File: src/rtl/sar_pkg.sv
// Shared types and helpers for the successive-approximation search controller.
package sar_pkg;

  // Controller states.
  typedef enum logic {
    IDLE  = 1'b0,
    PROBE = 1'b1
  } sar_state_e;

  // Comparator verdict encodings for the {L,E,M} flag vector.
  localparam logic [2:0] ONE_HOT_L = 3'b100;
  localparam logic [2:0] ONE_HOT_E = 3'b010;
  localparam logic [2:0] ONE_HOT_M = 3'b001;

  // Midpoint of an inclusive range; the sum is one bit wider than the operands so it never wraps.
  function automatic logic [31:0] mid_of(input logic [31:0] lo, input logic [31:0] hi);
    logic [32:0] sum;
    sum = {1'b0, lo} + {1'b0, hi};
    return sum[32:1];
  endfunction

endpackage

File: src/rtl/sar_search_ctrl.sv
// Successive-approximation search controller: binary-searches 0..2^WIDTH-1 by
// driving a guess into a magnitude comparator and narrowing on its L/E/M verdict.
module sar_search_ctrl
  import sar_pkg::*;
#(
  parameter int WIDTH = 4
) (
  input  logic             clk,
  input  logic             rst_n,
  input  logic             start,
  output logic [WIDTH-1:0] guess,
  input  logic             cmp_L,
  input  logic             cmp_E,
  input  logic             cmp_M,
  output logic             busy,
  output logic             done,
  output logic             found,
  output logic             error,
  output logic [WIDTH-1:0] result
);

  // Range bounds carry one extra bit so guess+1 at the top of the range cannot wrap.
  localparam logic [WIDTH:0]   HI_INIT    = {1'b0, {WIDTH{1'b1}}};
  localparam logic [WIDTH:0]   RANGE_ONE  = {{WIDTH{1'b0}}, 1'b1};
  localparam logic [WIDTH-1:0] GUESS_INIT = {1'b0, {(WIDTH-1){1'b1}}};

  sar_state_e       state_reg, state_next;
  logic [WIDTH:0]   lo_reg, lo_next;
  logic [WIDTH:0]   hi_reg, hi_next;
  logic [WIDTH-1:0] guess_reg, guess_next;
  logic [WIDTH-1:0] result_reg, result_next;
  logic             done_reg, done_next;
  logic             found_reg, found_next;
  logic             error_reg, error_next;

  logic [2:0]       cmp_flags;
  logic [WIDTH:0]   lo_cand;
  logic [WIDTH:0]   hi_cand;

  assign cmp_flags = {cmp_L, cmp_E, cmp_M};
  assign lo_cand   = {1'b0, guess_reg} + RANGE_ONE;
  assign hi_cand   = {1'b0, guess_reg} - RANGE_ONE;

  // State register with synchronous active-low reset; a reset mid-search drops everything.
  always_ff @(posedge clk) begin
    if (!rst_n) begin
      state_reg  <= IDLE;
      lo_reg     <= '0;
      hi_reg     <= HI_INIT;
      guess_reg  <= '0;
      result_reg <= '0;
      done_reg   <= 1'b0;
      found_reg  <= 1'b0;
      error_reg  <= 1'b0;
    end else begin
      state_reg  <= state_next;
      lo_reg     <= lo_next;
      hi_reg     <= hi_next;
      guess_reg  <= guess_next;
      result_reg <= result_next;
      done_reg   <= done_next;
      found_reg  <= found_next;
      error_reg  <= error_next;
    end
  end

  // Next-state logic: accept start in IDLE, then narrow the range one probe per cycle.
  always_comb begin
    state_next  = state_reg;
    lo_next     = lo_reg;
    hi_next     = hi_reg;
    guess_next  = guess_reg;
    result_next = result_reg;
    done_next   = 1'b0;
    found_next  = found_reg;
    error_next  = error_reg;

    case (state_reg)
      IDLE: begin
        // The done cycle is an IDLE cycle, but a start there is deliberately ignored.
        if (start && !done_reg) begin
          lo_next     = '0;
          hi_next     = HI_INIT;
          guess_next  = GUESS_INIT;
          found_next  = 1'b0;
          error_next  = 1'b0;
          result_next = '0;
          state_next  = PROBE;
        end
      end
      PROBE: begin
        case (cmp_flags)
          ONE_HOT_E: begin
            result_next = guess_reg;
            found_next  = 1'b1;
            done_next   = 1'b1;
            state_next  = IDLE;
          end
          ONE_HOT_L: begin
            if (lo_cand > hi_reg) begin
              done_next  = 1'b1;
              state_next = IDLE;
            end else begin
              lo_next    = lo_cand;
              guess_next = WIDTH'(mid_of(32'(lo_cand), 32'(hi_reg)));
            end
          end
          ONE_HOT_M: begin
            // guess=0 would push hi below zero: the range is already empty.
            if (guess_reg == '0 || lo_reg > hi_cand) begin
              done_next  = 1'b1;
              state_next = IDLE;
            end else begin
              hi_next    = hi_cand;
              guess_next = WIDTH'(mid_of(32'(lo_reg), 32'(hi_cand)));
            end
          end
          default: begin
            // No flag or several flags: the comparator cannot be trusted.
            error_next = 1'b1;
            found_next = 1'b0;
            done_next  = 1'b1;
            state_next = IDLE;
          end
        endcase
      end
      default: state_next = IDLE;
    endcase
  end

  assign guess  = guess_reg;
  assign busy   = (state_reg == PROBE);
  assign done   = done_reg;
  assign found  = found_reg;
  assign error  = error_reg;
  assign result = result_reg;

endmodule

File: config.mk
export PLATFORM = sky130hd
export DESIGN_NAME = sar_search_ctrl
export DESIGN_NICKNAME = d
export VERILOG_FILES = /design/src/rtl/sar_pkg.sv /design/src/rtl/sar_search_ctrl.sv
export SDC_FILE = /design/constraint.sdc
export NUM_CORES = 1
export LEC_CHECK = 0
export BUFFER_PORTS_ARGS = -buffer_cell sky130_fd_sc_hd__buf_2
export CAP_MARGIN = 15
export CORE_ASPECT_RATIO = 0.9
export CORE_MARGIN = 4
export CORE_UTILIZATION = 43
export CTS_BUF_LIST = sky130_fd_sc_hd__clkbuf_16
export DETAILED_ROUTE_END_ITERATION = 7
export MAX_ROUTING_LAYER = met4
export PLACE_DENSITY = 0.73
export SLEW_MARGIN = 30
export SYNTH_ARGS = -nofsm -noshare
export SYNTH_HDL_FRONTEND = slang
export SYNTH_SLANG_ARGS = --single-unit
File: constraint.sdc
create_clock -name clk -period 7.3 [get_ports clk]
set_input_delay 0.365 -clock clk [delete_from_list [all_inputs] [get_ports clk]]
set_output_delay 0.365 -clock clk [all_outputs]
set_load 0.01 [all_outputs]
==> reports/metrics.yaml <==
synthesis:
  avgSynthCellArea_um2: 8.622
  post-synth-top-area-fraction: 0.2661
  ys_dominant_reg_cell: "dfxtp_1"
  synth_area_leaders: "dfxtp_1 (27%), ha_1 (15%), nand2_1 (5.0%)"
  syn_nets: 220
  ys_seq_area_frac: 0.2661
  synth-seq-cells: 22
  yosys_warnings: 0
  synth_cell_types: 49
  synth_top_area_cell: "dfxtp_1"
  synth_area_um2: 1655
  synth_edf_count: 0
  async_flop_share: 0
  synthCells: 192
critical_path:
  arrival_ps: 3170
  cp_slowest_cell: "dfxtp_1"
  crit_chain: "inv_1 > ha_1 > xnor2_1 > inv_1 > ha_1 > a221oi_1 > o31ai_4 > a2bb2oi_2 > o21ai_1 > o221a_1"
  r2r_slack_ps: 4280
  critical_path_cell_count: 10
  end_kind: "flip-flop"
  start_kind: "flip-flop"
  critPathKind: "reg -> reg"
  crit_fanout: 9
  worst_r2r_path_depth: 10
  crit_family: "compound AO/OA/AOI/OAI gates"
  crit_buf_inv: 2
  reg2reg_from: "guess[0]"
  required_ps: 7450
  critPathLaunch: "guess[0]"
  r2r_end: "guess[0]"
  slowest_delay_ps: 510
global_route:
  grt_pass1_wl_um: 6230
  grt_pass1_vias: 1280
  grt_max_degree: 22
  antenna_found_initial: 0
  grt.total_usage: 0.1679
  gr-total-overflow: 0
cts:
  cts_resized: 0
  post_cts_buffers: 0
  clk_latency_ps: 250
  cts_hold_buf: 0
  numCtsBuffers: 3
  clockBufferDepth: 2
  cts-root-buf: "clkbuf_16"
  htree_levels: 1
  clk_pin_slew_ps: 60
  clock_sinks: 22
  cts_tree: "yes"
worst_hold_path:
  hold_path_depth: 2
  min_path_type: "reg -> reg"
  hold_start: "error"
  hold_path_end: "error"
job:
  drv_cap: 0
placement:
  place_congestion: 0.9867
  place_inst: 248
  post-dp-hpwl_um: 2833
  io_buffers: 17
  place_ws_ps: 4337
route:
  routed-wl-met3_um: 211
  wl_per_cell_um: 14.78
  dr.pass1.iters: 6
  highest_layer: "met4"
  drtIter0Drc: 73
  post-route-drc-count: 1
  vias: 1339
  final_antenna_net_count: 0
  wl_met2_um: 1650
  m1WireLength_um: 1842
  vias_per_cell: 5.313
  wl_um: 3724
sta:
  final.setup.tns_ps: 0
  fmaxAchievable_mhz: 330.9
  whs_ps: 460.1
  tightest_slew_ps: 715.3
  fin_crit_sh: 0.4140
  setup_slack_ps: 4278
  rsz0062_at_grt: "false"
  setup_viol: 0
  period_minus_slack_ps: 3022
  slew_headroom: 0.5218
  fin_skew_ps: 1.588
  drv_slew: 0
  timing.final.hold_violations: 0
finish:
  final_cells: 252
  multi_input_area_um2: 1102
  antenna_cells: 0
  area_growth_pct: 12.47
  fin_nets: 235
  ff_latch_area_um2: 440.4
  fill_cells: 330
  drive_gt1_frac: 0.1553
floorplan:
  boundaryPins: 18
  num_rows: 21
  dieWidth_um: 73.40
  fp.dieH_um: 66.86
  die_area_um2: 4908
  core_area_um2: 3705
  start_util: 0.4468
power:
  p_total_w: 0.0003658
  p_leak_nw: 0.8216
  ir_drop_mv: 0.1160
  power_density_nw_per_um2: 196.5
run_status:
  violations: "design-rule violations"
  status: "finished, violations left"
[per-stage QoR]
| step | utilization | cell area, µm² |
|---|---|---|
| floorplan | - | 1655 |
| global placement | 0.4728 | 1752 |
| detailed placement | 0.4742 | 1757 |
| CTS | 0.5025 | 1862 |
| global route | 0.5025 | 1862 |
| finish | 0.5025 | 1862 |
[worst max path at each step]
| stage | end | slack, ps |
|---|---|---|
| global placement | guess[0] | 4240 |
| CTS | guess[0] | 4280 |
| finish | guess[0] | 4280 |
| floorplan | guess[0] | 4640 |
| global route | guess[0] | 4080 |
| detailed placement | guess[0] | 4340 |
[cell usage after synthesis, drive strengths merged (3+ instances only)]
master	count
or3	4
nand3b	4
nand3	11
o21ai	4
nor2	7
xnor2	7
dfxtp	22
ha	20
and3	3
clkbuf	3
inv	19
o21a	3
a21oi	8
xor2	3
a21boi	9
nor3	5
buf	4
o21bai	3
nand2	22
mux2i	4
nand2b	4
[cells by family (layout without fill, tap and decap cells)]
group	count (synthesis)	in the layout	share of synthesized area
simple gates	66	66	0.2071
compound gates	42	42	0.2033
buf+inv	26	40	0.07104
fa+ha+maj	22	22	0.1754
flops	22	22	0.2661
xor+xnor	10	10	0.05291
mux	4	4	0.02419
[placed cells by master, fill, tap and decap left out, drive strengths merged, types with 2 or more instances in the layout]
cell	instances
nand2	22
dfxtp	22
ha	20
inv	19
buf	17
nand3	11
a21boi	9
a21oi	8
xnor2	7
nor2	7
nor3	5
nand3b	4
mux2i	4
or3	4
nand2b	4
o21ai	4
and3	3
xor2	3
o21bai	3
o21a	3
clkbuf	3
nor2b	2
o211ai	2
o2111ai	2
fa	2
or2	2
[routing by layer]
layer  vias to the layer above  GRT usage
met1                       614     0.2427
met4                         0    0.02036
li1                        694          -
met2                        29     0.2511
met3                         2    0.03017
met5                         -          -
[final cells by class]
| type | instances | share of cell area |
|---|---|---|
| multi-input cells | 144 | 0.5921 |
| flip-flops and latches | 22 | 0.2366 |
| repair buffers | 17 | 0.04570 |
| clock buffers | 3 | 0.04032 |
| inverters | 19 | 0.03831 |
| well taps | 46 | 0.03091 |
| clock inverters | 1 | 0.01613 |
[worst reg2reg max path: cells and delay by family (launching register included)]
| kind | cells | cell delay [ps] |
|---|---|---|
| fa+ha+maj | 2 | 620 |
| xor+xnor | 1 | 190 |
| flops | 1 | 510 |
| compound gates | 5 | 1270 |
| buf+inv | 2 | 310 |
[power by group]
part	leakage, nW	switching (W)	internal [W]
Sequential	0.179	0.00000679	0.000124
Clock	0.0511	0.0000435	0.000109
Combinational	0.592	0.0000495	0.0000335
Total	0.822	0.0000998	0.000266
No activity file was read; power rests on OpenSTA's default activity.
